### src/rtl/alu_arbiter_if.sv
// Bus bundle between two requesters, the arbiter and the shared ALU.
// The arbiter uses the slave modport; the requester/ALU side uses master.
interface alu_arbiter_if #(
  parameter int SIZE = 16
);
  logic [1:0]      req_valid;
  logic [1:0]      req_ready;
  logic [2:0]      req_op0;
  logic [2:0]      req_op1;
  logic [SIZE-1:0] req_a0;
  logic [SIZE-1:0] req_b0;
  logic [SIZE-1:0] req_a1;
  logic [SIZE-1:0] req_b1;
  logic [1:0]      req_flagwr;

  logic [1:0]      rsp_valid;
  logic [1:0]      rsp_ready;
  logic [SIZE-1:0] rsp_result;
  logic [3:0]      rsp_flags;
  logic            rsp_err;

  logic [SIZE-1:0] alu_a;
  logic [SIZE-1:0] alu_b;
  logic [2:0]      alu_ctrl;
  logic [SIZE-1:0] alu_result;
  logic [3:0]      alu_flags;

  modport slave (
    input  req_valid, req_op0, req_op1, req_a0, req_b0, req_a1, req_b1,
           req_flagwr, rsp_ready, alu_result, alu_flags,
    output req_ready, rsp_valid, rsp_result, rsp_flags, rsp_err,
           alu_a, alu_b, alu_ctrl
  );

  modport master (
    output req_valid, req_op0, req_op1, req_a0, req_b0, req_a1, req_b1,
           req_flagwr, rsp_ready, alu_result, alu_flags,
    input  req_ready, rsp_valid, rsp_result, rsp_flags, rsp_err,
           alu_a, alu_b, alu_ctrl
  );
endinterface

### src/rtl/alu_arbiter.sv
// Two-requester round-robin front end for the shared ALU: accepts one op,
// drives the ALU for a cycle, returns result/flags and owns the flags register.
module alu_arbiter #(
  parameter int SIZE = 16
) (
  input  logic         clk,
  input  logic         reset,
  alu_arbiter_if.slave bus,
  output logic [3:0]   flags_q
);

  localparam logic [2:0] OP_ILLEGAL = 3'b111;

  typedef enum logic [1:0] {
    IDLE = 2'd0,
    EXEC = 2'd1,
    RESP = 2'd2
  } state_t;

  state_t          state_q;
  logic            last_grant_q;
  logic            id_q;
  logic            flagwr_q;
  logic [SIZE-1:0] alu_a_q;
  logic [SIZE-1:0] alu_b_q;
  logic [2:0]      alu_ctrl_q;
  logic [SIZE-1:0] rsp_result_q;
  logic [3:0]      rsp_flags_q;
  logic            rsp_err_q;
  logic [1:0]      rsp_valid_q;

  logic            gnt_valid_d;
  logic            gnt_id_d;
  logic [2:0]      sel_op_d;
  logic [SIZE-1:0] sel_a_d;
  logic [SIZE-1:0] sel_b_d;
  logic            sel_fw_d;

  // Grant decision in IDLE; a tie goes to the requester that did not win last.
  always_comb begin
    gnt_valid_d = 1'b0;
    gnt_id_d    = 1'b0;
    if (state_q == IDLE) begin
      case (bus.req_valid)
        2'b01: begin
          gnt_valid_d = 1'b1;
          gnt_id_d    = 1'b0;
        end
        2'b10: begin
          gnt_valid_d = 1'b1;
          gnt_id_d    = 1'b1;
        end
        2'b11: begin
          gnt_valid_d = 1'b1;
          gnt_id_d    = ~last_grant_q;
        end
        default: begin
          gnt_valid_d = 1'b0;
          gnt_id_d    = 1'b0;
        end
      endcase
    end else begin
      gnt_valid_d = 1'b0;
      gnt_id_d    = 1'b0;
    end
  end

  // Request fields of the granted requester.
  always_comb begin
    if (gnt_id_d) begin
      sel_op_d = bus.req_op1;
      sel_a_d  = bus.req_a1;
      sel_b_d  = bus.req_b1;
      sel_fw_d = bus.req_flagwr[1];
    end else begin
      sel_op_d = bus.req_op0;
      sel_a_d  = bus.req_a0;
      sel_b_d  = bus.req_b0;
      sel_fw_d = bus.req_flagwr[0];
    end
  end

  assign bus.req_ready = gnt_valid_d ? (gnt_id_d ? 2'b10 : 2'b01) : 2'b00;

  // Transaction FSM: accept, one ALU cycle, hold response until consumed.
  always_ff @(posedge clk) begin
    if (reset) begin
      state_q      <= IDLE;
      last_grant_q <= 1'b1;
      id_q         <= 1'b0;
      flagwr_q     <= 1'b0;
      alu_a_q      <= {SIZE{1'b0}};
      alu_b_q      <= {SIZE{1'b0}};
      alu_ctrl_q   <= 3'b000;
      rsp_result_q <= {SIZE{1'b0}};
      rsp_flags_q  <= 4'b0000;
      rsp_err_q    <= 1'b0;
      rsp_valid_q  <= 2'b00;
      flags_q      <= 4'b0000;
    end else begin
      case (state_q)
        IDLE: begin
          if (gnt_valid_d) begin
            alu_ctrl_q   <= sel_op_d;
            alu_a_q      <= sel_a_d;
            alu_b_q      <= sel_b_d;
            flagwr_q     <= sel_fw_d;
            id_q         <= gnt_id_d;
            last_grant_q <= gnt_id_d;
            state_q      <= EXEC;
          end else begin
            state_q <= IDLE;
          end
        end
        EXEC: begin
          // An illegal opcode returns zeros and never touches the flags register.
          if (alu_ctrl_q == OP_ILLEGAL) begin
            rsp_result_q <= {SIZE{1'b0}};
            rsp_flags_q  <= 4'b0000;
            rsp_err_q    <= 1'b1;
          end else begin
            rsp_result_q <= bus.alu_result;
            rsp_flags_q  <= bus.alu_flags;
            rsp_err_q    <= 1'b0;
            if (flagwr_q) begin
              flags_q <= bus.alu_flags;
            end else begin
              flags_q <= flags_q;
            end
          end
          rsp_valid_q <= id_q ? 2'b10 : 2'b01;
          state_q     <= RESP;
        end
        RESP: begin
          if (bus.rsp_ready[id_q]) begin
            rsp_valid_q <= 2'b00;
            state_q     <= IDLE;
          end else begin
            state_q <= RESP;
          end
        end
        default: begin
          rsp_valid_q <= 2'b00;
          state_q     <= IDLE;
        end
      endcase
    end
  end

  assign bus.alu_a      = alu_a_q;
  assign bus.alu_b      = alu_b_q;
  assign bus.alu_ctrl   = alu_ctrl_q;
  assign bus.rsp_result = rsp_result_q;
  assign bus.rsp_flags  = rsp_flags_q;
  assign bus.rsp_err    = rsp_err_q;
  assign bus.rsp_valid  = rsp_valid_q;

endmodule

### src/flat_wrapper.sv
// flat-port wrapper written by rule: the top's interface ports become plain ports
module alu_arbiter_flat 
#(
  parameter int SIZE = 16
)
  (clk, reset, flags_q, bus_req_valid, bus_req_op0, bus_req_op1, bus_req_a0, bus_req_b0, bus_req_a1, bus_req_b1, bus_req_flagwr, bus_rsp_ready, bus_alu_result, bus_alu_flags, bus_req_ready, bus_rsp_valid, bus_rsp_result, bus_rsp_flags, bus_rsp_err, bus_alu_a, bus_alu_b, bus_alu_ctrl);
  alu_arbiter_if #(.SIZE(SIZE)) bus_i ();
  input  logic clk;
  input  logic reset;
  output logic [3:0] flags_q;
  input wire logic [$bits(bus_i.req_valid)-1:0] bus_req_valid;
  input wire logic [$bits(bus_i.req_op0)-1:0] bus_req_op0;
  input wire logic [$bits(bus_i.req_op1)-1:0] bus_req_op1;
  input wire logic [$bits(bus_i.req_a0)-1:0] bus_req_a0;
  input wire logic [$bits(bus_i.req_b0)-1:0] bus_req_b0;
  input wire logic [$bits(bus_i.req_a1)-1:0] bus_req_a1;
  input wire logic [$bits(bus_i.req_b1)-1:0] bus_req_b1;
  input wire logic [$bits(bus_i.req_flagwr)-1:0] bus_req_flagwr;
  input wire logic [$bits(bus_i.rsp_ready)-1:0] bus_rsp_ready;
  input wire logic [$bits(bus_i.alu_result)-1:0] bus_alu_result;
  input wire logic [$bits(bus_i.alu_flags)-1:0] bus_alu_flags;
  output wire logic [$bits(bus_i.req_ready)-1:0] bus_req_ready;
  output wire logic [$bits(bus_i.rsp_valid)-1:0] bus_rsp_valid;
  output wire logic [$bits(bus_i.rsp_result)-1:0] bus_rsp_result;
  output wire logic [$bits(bus_i.rsp_flags)-1:0] bus_rsp_flags;
  output wire logic [$bits(bus_i.rsp_err)-1:0] bus_rsp_err;
  output wire logic [$bits(bus_i.alu_a)-1:0] bus_alu_a;
  output wire logic [$bits(bus_i.alu_b)-1:0] bus_alu_b;
  output wire logic [$bits(bus_i.alu_ctrl)-1:0] bus_alu_ctrl;
  assign bus_i.req_valid = bus_req_valid;
  assign bus_i.req_op0 = bus_req_op0;
  assign bus_i.req_op1 = bus_req_op1;
  assign bus_i.req_a0 = bus_req_a0;
  assign bus_i.req_b0 = bus_req_b0;
  assign bus_i.req_a1 = bus_req_a1;
  assign bus_i.req_b1 = bus_req_b1;
  assign bus_i.req_flagwr = bus_req_flagwr;
  assign bus_i.rsp_ready = bus_rsp_ready;
  assign bus_i.alu_result = bus_alu_result;
  assign bus_i.alu_flags = bus_alu_flags;
  assign bus_req_ready = bus_i.req_ready;
  assign bus_rsp_valid = bus_i.rsp_valid;
  assign bus_rsp_result = bus_i.rsp_result;
  assign bus_rsp_flags = bus_i.rsp_flags;
  assign bus_rsp_err = bus_i.rsp_err;
  assign bus_alu_a = bus_i.alu_a;
  assign bus_alu_b = bus_i.alu_b;
  assign bus_alu_ctrl = bus_i.alu_ctrl;
  alu_arbiter #(.SIZE(SIZE)) u_core (.clk(clk), .reset(reset), .bus(bus_i), .flags_q(flags_q));
endmodule
### config.mk
export PLATFORM = sky130hd
export DESIGN_NAME = alu_arbiter_flat
export DESIGN_NICKNAME = d
export VERILOG_FILES = /design/src/rtl/alu_arbiter_if.sv /design/src/rtl/alu_arbiter.sv /design/src/flat_wrapper.sv
export SDC_FILE = /design/constraint.sdc
export NUM_CORES = 1
export LEC_CHECK = 0
export ABC_CLOCK_PERIOD_IN_PS = 1200
export CORE_MARGIN = 10
export CORE_UTILIZATION = 37
export CTS_BUF_LIST = sky130_fd_sc_hd__clkbuf_2
export CTS_CLUSTER_DIAMETER = 30
export DETAILED_ROUTE_END_ITERATION = 10
export GPL_ROUTABILITY_DRIVEN = 1
export GPL_TIMING_DRIVEN = 1
export PLACE_DENSITY_LB_ADDON = 0.05
export SLEW_MARGIN = 20
export SYNTH_ARGS = -nofsm -noshare
export SYNTH_HDL_FRONTEND = slang
export SYNTH_SLANG_ARGS = --single-unit
### constraint.sdc
create_clock -name clk -period 1.2 [get_ports clk]
set_input_delay 0.18 -clock clk [delete_from_list [all_inputs] [get_ports clk]]
set_output_delay 0.18 -clock clk [all_outputs]
set_load 0.01 [all_outputs]
======== Word level (Yosys, flattened, before mapping) ========
Cells that the tools add are included.
storage, ports and cells
  register bits after elaboration ......... 67
  latch bits .............................. 0
  bits in writable memories ............... 0
  memory bits (read-only) ................. 0
  output and inout port bits .............. 64
  logic and storage cells ................. 49
  memories kept ........................... 0
operators by class
  $add $sub $neg .......................... 0
  multiply operators ...................... 0
  divide/modulo/power cells ............... 0
  order comparisons ....................... 1
  equal/unequal tests ..................... 7
  shifts and indexed selects .............. 0
  mux-type cells .......................... 21
  bitwise operators ....................... 3
  reductions and logical operators ........ 5
operator list
  kind                                                        count
  two-way mux 16 bit                                          3
  one-hot mux 2 bit (3 select lines)                          2
  two-way mux 2 bit                                           5
  two-way mux 1 bit                                           8
  == test 2 bit, second input constant                        3
  == test 2 x 1 -> 1 bit, second input constant               2
  two-way mux 4 bit                                           1
  AND reduction 2 bit                                         2
  == test 3 bit, second input constant                        1
  two-way mux 3 bit                                           1
  NOT 1 bit                                                   3
  AND reduction 3 bit                                         1
  OR reduction 3 bit                                          1
  logical NOT 2 bit                                           1
  less-than comparator 1 x 2 -> 1 bit, second input constant  1
  != test 2 x 1 -> 1 bit, second input constant               1
  one-hot mux 1 bit (2 select lines)                          1

======== Logic depth before layout (Yosys ltp) ========
Gate-level depths: netlist of run 1.
  depth after elaboration ................. 6
  mapped depth ............................ 5

======== Worst setup path after synthesis of run 1 ========
No wires, ideal clock.
  kind .................................... register -> register
  start ................................... reg u_core.state_q[1]
  end ..................................... reg u_core.alu_b_q[4] (netlist: u_core.bus.alu_b[4])
  arrival ................................. 1.134 ns
  data required time ...................... 1.066 ns
  path slack .............................. -0.068 ns
  stages on the path, launching flop included .. 6
  path buffers ............................ 2
  path through ............................ dfxtp_1 > or2_1 > buf_6 > buf_6 > nor4_1 > nor4_1
between the ends
  word-level cells in the longest chain between the ends .. 3
RTL lines
  item                                                              RTL line                               source
  from (decl)                                                       alu_arbiter.sv:20                      state_t state_q;
  from (signal assigned)                                            alu_arbiter.sv:88                      state_q <= IDLE;
  from (signal assigned)                                            alu_arbiter.sv:110                     state_q <= EXEC;
  from (signal assigned)                                            alu_arbiter.sv:112                     state_q <= IDLE;
  logical NOT 2 bit *                                               alu_arbiter.sv:43, alu_arbiter.sv:101
  two-way mux 1 bit                                                 alu_arbiter.sv:43                      if (state_q == IDLE) begin
  two-way mux 16 bit / AND reduction 2 bit (equally long branches)  --
  to (signal assigned)                                              alu_arbiter.sv:93                      alu_b_q <= {SIZE{1'b0}};
  to (signal assigned)                                              alu_arbiter.sv:106                     alu_b_q <= sel_b_d;
  to (decl)                                                         alu_arbiter.sv:25                      logic [SIZE-1:0] alu_b_q;
Mark *: on every way between the ends. The rest lies on a longest branch, timed or not.
A chain may end at the register's enable or synchronous reset.

======== Final worst setup path of run 1 ========
  start ................................... reg u_core.state_q[0]
  end ..................................... reg u_core.alu_b_q[1] (netlist: u_core.bus.alu_b[1])
Same word-level chain as after synthesis.

==> results of run 1 <==
[cell usage after synthesis (4+ instances only)]
cell,count
a21oi_1,58
buf_2,13
buf_4,8
buf_6,9
clkbuf_1,15
dfxtp_1,67
mux2i_1,5
nand2_1,22
nand2b_1,11
nand3_1,21
nor2_1,4
nor4_1,108
[what timing repair did]
item                                    in CTS  in global routing
endpoints found under the setup margin     126                128
pin swaps                                   50                 29
gates resized for setup                    453                 98
gates cloned                                 6                  5
buffers inserted                            13                 18
[how the worst min path moves through the flow]
stage                               from                        end  cells past startpoint
4_1_cts                            reset         u_core.bus.rsp_err                      3
5_1_grt                            reset  u_core.bus.rsp_result[15]                      3
3_5_place_dp   u_core.bus.rsp_result[13]  u_core.bus.rsp_result[13]                      2
3_3_place_gp    u_core.bus.rsp_result[7]   u_core.bus.rsp_result[7]                      2
6_report                           reset  u_core.bus.rsp_result[13]                      3
2_1_floorplan           bus_alu_flags[0]    u_core.bus.rsp_flags[0]                      2
[routing by layer]
layer  up-vias  part of all wire [%]
met3        24                   7.5
met5         -                     0
met4         0                   1.9
met1      1823                    38
met2       141                    53
li1       1754                     -
[cell type report]
cell class	count	area (µm²)	area share, %
flip-flops and latches	67	1420	21.7
repair buffers	226	2570	39.1
inverters	2	7.51	0.114
multi-input cells	244	2330	35.5
clock inverters	6	56.3	0.857
well taps	105	131	2.00
clock buffers	10	50.0	0.762
[registers in the layout, indices dropped and copies added (netlist names)]
name	flops
u_core.bus.alu_b	16
u_core.flagwr_q	1
u_core.id_q	1
u_core.flags_q	4
u_core.bus.alu_ctrl	3
u_core.last_grant_q	1
u_core.bus.rsp_valid	2
u_core.bus.rsp_flags	4
u_core.bus.rsp_err	1
u_core.state_q	2
u_core.bus.rsp_result	16
u_core.bus.alu_a	16
[cells by family (layout without fill, tap and decap cells)]
kind of cell,Yosys count,in the layout,synth area share (%)
DFF,67,67,43.6
AOI/OAI and AO/OA,66,66,11.5
buffers and inverters,49,244,10.7
and+or+nand+nor,173,173,32.5
muxes,5,5,1.63
[stage by stage]
stage / TNS [ns] / util (%) / instance area, µm² / worst slack (ns) / hold slack [ns]
floorplan: -1.97 / - / 3120 / -0.0564 / 0.332
global placement: -23.19 / 59.0 / 4800 / -0.675 / 0.437
detailed placement: -24.42 / 59.0 / 4800 / -0.696 / 0.446
CTS: -14.26 / 70.8 / 5760 / -0.335 / 0.0629
global route: -24.30 / 80.8 / 6570 / -0.497 / 0.0610
finish: -15.57 / 80.8 / 6570 / -0.424 / 0.103
[worst min-delay path: stages]
cell,delay [ns]
buf_2,0.11
buf_12,0.24
a21oi_2,0.04
[power by group]
| group | switching (mW) | total, mW | internal, mW |
|---|---|---|---|
| Clock | 0.854 | 1.33 | 0.472 |
| Sequential | 0.174 | 2.67 | 2.50 |
| Combinational | 1.40 | 3.07 | 1.67 |
==> summary.txt, run 1 <==
Outcome
  – Status: complete, but fails checks
  – Failing checks: negative setup slack

Worst setup path
  – Critical Path AT: 2.04 ns
  – CP top delay family: simple AND/OR/NAND/NOR gates
  – Worst R2R Setup Slack: -0.42 ns
  – CP max stage delay: 0.37 ns
  – CP max stage cell: dfxtp_2
  – Crit start category: register
  – Worst Path Max Fanout: 7
  – R2R depth: 6
  – Reg2reg end: u_core.bus.alu_b[1]
  – Setup crit start: u_core.state_q[0]
  – Worst R2R Start: u_core.state_q[0]
  – CP Capture Point: u_core.bus.alu_b[1]
  – Worst Setup End Kind: register
  – Critical path type: register to register
  – CP Data Required Time: 1.62 ns
  – CP Buf/Inv Count: 3
  – Crit path cell chain: buf_4 > or2_4 > clkbuf_16 > buf_12 > nor4_2 > nor4_1
  – WP depth: 6

Yosys
  – Synthesized flop and latch total: 67
  – Ys Warns: 0
  – Cell area after synthesis: 3070 µm²
  – Syn nets: 458
  – Sequential share of the synthesized area: 43.6%
  – Mapped Avg Cell Area: 8.54 µm²
  – Post-synthesis cell count: 360
  – Post-synth top area cell: dfxtp_1
  – Post-synth ARST share: 0%
  – Top cells by area, synth: dfxtp_1, nor4_1, a21oi_1
  – Post-synth EDFFs: 0
  – Synth Flop Type: dfxtp_1
  – Post-synth top area share: 43.6%
  – Yosys cell types: 27

CTS
  – CTS sink count: 67
  – Clock Latency Late Sink: 0.51 ns
  – Root Driver: clkbuf_2
  – Hold-fix buffers, CTS: 0
  – CTS tree: built
  – H-tree depth: 3
  – CTS max path bufs: 2
  – Total CTS buffers: 9
  – Worst-path clk slew: 0.19 ns

Timing
  – Final min period: 1.62 ns
  – Final Worst Setup Slack: -0.424 ns
  – Final period utilization: 135%
  – Max frequency: 616 MHz
  – Final Setup Violations: 66
  – Final Skew: 0.0164 ns
  – Measured slew at the worst slew-check pin: 0.526 ns
  – Final Hold Viols: 0
  – RSZ-0062 raised after global routing: yes
  – Slew margin rel.: 64.9%
  – Max-slew violation count: 0

Routing
  – Post-DRT Antenna Nets: 0
  – First-pass DRT Iterations: 4
  – Drt wl/cell: 21.8 µm
  – Post-Route WL: 14,400 µm
  – Residual DRC: 0
  – Via count: 3,742
  – Via/cell ratio: 5.67
  – First DRT Iteration DRCs: 172

Finish
  – FILL cells: 496
  – Area Growth Syn to Fin: 114%
  – Most common cell after layout, fill and taps aside: clkdlybuf4s50_1
  – Most frequent cells in the layout: clkdlybuf4s50_1, buf_6, dfxtp_2
  – Fraction of layout cells with a size suffix above 1: 55.7%
  – # diodes: 0
  – Fin cells: 660
  – Nets: 648

Global route
  – Overflow after GRT: 0
  – Met1 GRT Util: 22.0%
  – GRT Total Usage: 19.2%
  – Global-route wire length before repair: 19,900 µm
  – Largest net degree at the start of global routing: 54
  – Number of global-route vias before repair: 3,705
  – M3 GR Usage: 8.82%
  – Initial antenna violation count: 0
  – GR Layer Usage met2: 31.8%
  – Most used routing layer: met2

Floorplanning
  – Die area: 12,400 µm²
  – I/O pin count: 162
  – Row cnt: 33
  – Die W: 111 µm
  – Initial Util: 37.8%
  – Area of the core: 8130 µm²
  – Die Y: 111 µm

Power
  – Leak: 2.30 nW
  – Worst vdd ir: 0.627 mV
  – Total power: 7.07 mW
  – Power Density: 1080 nW/µm²

Run
  – MaxCap Viol Count: 0

Worst hold path
  – Hold WC Path Type: primary input to register

Placement
  – GP Congestion: 0.727
  – DP Cell Count: 603
  – IO Port Bufs: 161
  – DP HPWL: 7670 µm
(Power assumes the default switching activity.)
==> run 2, diff against run 1 <==
--- a/config.mk
+++ b/config.mk
@@ -14,6 +14,7 @@
 export GPL_ROUTABILITY_DRIVEN = 1
 export GPL_TIMING_DRIVEN = 1
 export PLACE_DENSITY_LB_ADDON = 0.05
+export SETUP_SLACK_MARGIN = 0.2
 export SLEW_MARGIN = 20
 export SYNTH_ARGS = -nofsm -noshare
 export SYNTH_HDL_FRONTEND = slang
==> constraint.sdc (replaced) <==
create_clock -name clk -period 1.2 [get_ports clk]
set_input_delay 0.12 -clock clk [delete_from_list [all_inputs] [get_ports clk]]
set_output_delay 0.12 -clock clk [all_outputs]
set_load 0.01 [all_outputs]
==> run 2 against run 1 <==
  * The run still ends with negative setup slack left
  * Clock-buffer cell count decreased by 1
  * Global-route usage rose by 2.3 points
  * Sequential power rose by 2%
  * Critical path depth decreased by 1
  * Die area unchanged
  * Via count is 16% higher
  * Fmax shrank 16%
  * Clock power grew 32%
  * Sequential share of layout area is 2.8 points lower
  * First-iteration DRC count is 120% higher
==> summary.txt, run 2 (same netlist as run 1, synthesis figures left out) <==
Floorplanning
  – Die Y: 111 µm
  – Row cnt: 33
  – I/O pin count: 162
  – Die W: 111 µm
  – Area of the core: 8130 µm²
  – Die area: 12,400 µm²
  – Initial Util: 37.8%

Worst setup path
  – Reg2reg end: u_core.bus.alu_b[3]
  – Crit start category: register
  – Worst Setup End Kind: register
  – Worst R2R Setup Slack: -0.73 ns
  – CP Data Required Time: 1.59 ns
  – Worst R2R Start: u_core.last_grant_q
  – Critical Path AT: 2.32 ns
  – Critical path type: register to register
  – Worst Path Max Fanout: 10
  – R2R depth: 5

Global route
  – Initial antenna violation count: 1
  – Largest net degree at the start of global routing: 41
  – Overflow after GRT: 0
  – GRT Total Usage: 21.5%
  – Global-route wire length before repair: 22,000 µm
  – Number of global-route vias before repair: 4,023

Timing
  – Slew margin rel.: 52.9%
  – Max-slew violation count: 0
  – Max frequency: 519 MHz
  – Hold slack: 0.109 ns
  – Measured slew at the worst slew-check pin: 0.700 ns
  – Final period utilization: 160%
  – Final Setup Violations: 75
  – Final Skew: 0.0234 ns
  – Setup_tns: -21.39 ns
  – Final Hold Viols: 0
  – Final min period: 1.93 ns
  – RSZ-0062 raised after global routing: yes
  – Final Worst Setup Slack: -0.726 ns

Finish
  – Fraction of layout cells with a size suffix above 1: 67.0%
  – Area Growth Syn to Fin: 149%
  – Most common cell after layout, fill and taps aside: clkdlybuf4s50_1
  – Nets: 684
  – Most frequent cells in the layout: clkdlybuf4s50_1, buf_6, nor4_4
  – Post-layout util: 93.9%
  – Post-route design area: 7640 µm²

Routing
  – Via/cell ratio: 6.23
  – First DRT Iteration DRCs: 371
  – Post-DRT Antenna Nets: 0
  – Residual DRC: 0
  – Via count: 4,339
  – Post-Route WL: 20,900 µm
  – Drt wl/cell: 30.0 µm
  – First-pass DRT Iterations: 4

Power
  – Total power: 8.35 mW
  – Leak: 2.68 nW
  – Worst vdd ir: 0.716 mV
  – Power Density: 1090 nW/µm²

CTS
  – Root Driver: clkbuf_2
  – Clock Latency Late Sink: 0.56 ns
  – Worst-path clk slew: 0.24 ns
  – CTS sink count: 67
  – CTS max path bufs: 2
  – Total CTS buffers: 9
  – H-tree depth: 3
  – CTS tree: built

Placement
  – GP Congestion: 0.744
  – Area after DPL: 4880 µm²
  – DP HPWL: 7910 µm
  – IO Port Bufs: 161

Outcome
  – Failing checks: negative setup slack
  – Status: complete, but fails checks

Run
  – MaxCap Viol Count: 0

Worst hold path
  – Hold Path Sink: u_core.bus.rsp_result[11]
  – Worst Hold Depth: 3
  – Hold WC Path Type: primary input to register
  – Hold Crit Start: bus_alu_result[11]
==> run 2: cell count changes in the layout (fill, tap and decap cells not counted), moves of 10 or more <==
cell     before  now
nor4_4       42   66
buf_6        73   88
a21oi_2       8   21
nand2_4       0   12
nand3_1      13    3
nor4_1       39   27
nor4_2       27   15
buf_4        31   41
a21oi_1      50   37
nand2_1      20    6
==> run 2: area by class of cell <==
class,instances,area [µm²]
clock buffer,9,45.0
timing repair buffer,261,3040
fill,211,493
inverter,2,10.0
multi-input combinational,245,2870
antenna,1,2.50
sequential,67,1440
clock inverter,7,101
tap,105,131
==> run 2: report_power, final <==
| group | internal [mW] | switching, mW | total, mW |
|---|---|---|---|
| clock network | 0.702 | 1.06 | 1.76 |
| registers | 2.50 | 0.222 | 2.72 |
| logic | 2.02 | 1.85 | 3.88 |
==> run 2: how the worst max path moves through the flow <==
stage	slack, ns	depth (start not counted)	from	to
after floorplan	-0.06	5	u_core.state_q[0]	u_core.bus.alu_b[4]
after global placement	-0.55	5	bus_req_valid[0]	bus_req_ready[0]
after detailed placement	-0.59	5	bus_req_valid[1]	bus_req_ready[1]
after CTS	-0.30	4	u_core.state_q[0]	bus_req_ready[0]
after global routing	-0.72	5	u_core.last_grant_q	u_core.bus.alu_b[3]
final	-0.73	5	u_core.last_grant_q	u_core.bus.alu_b[3]
==> run 2: per-stage QoR <==
step           setup slack, ns  instances
2_1_floorplan          -0.0564        360
4_1_cts                 -0.302        657
5_1_grt                 -0.720        697
3_3_place_gp            -0.545        608
3_5_place_dp            -0.586        608
6_report                -0.726        697
==> run 2: per-layer routing <==
metal | vias up | wire length, µm | part of all wire (%) | GRT usage (%)
li1 | 1828 | - | - | -
met1 | 2087 | 7130 | 34 | 22.7
met2 | 325 | 10400 | 50 | 37.5
met3 | 99 | 1880 | 9.0 | 7.14
met4 | 0 | 1530 | 7.3 | 10.5
met5 | - | 0 | 0 | 0
==> run 2: repair_timing <==
action	4_1_cts	5_1_grt
buffers inserted	24	29
setup endpoints to repair	129	130
hold endpoints to repair	5	0
hold buffers	1	0
gates cloned	8	10
pin swaps	49	89
gates resized for setup	538	135
==> run 2: critical path, cell delays in order (launching register included) <==
cell	delay [ns]
dfxtp_2	0.39
a21boi_4	0.19
buf_4	0.17
buf_4	0.31
nor4_4	0.08
nor4_1	0.64
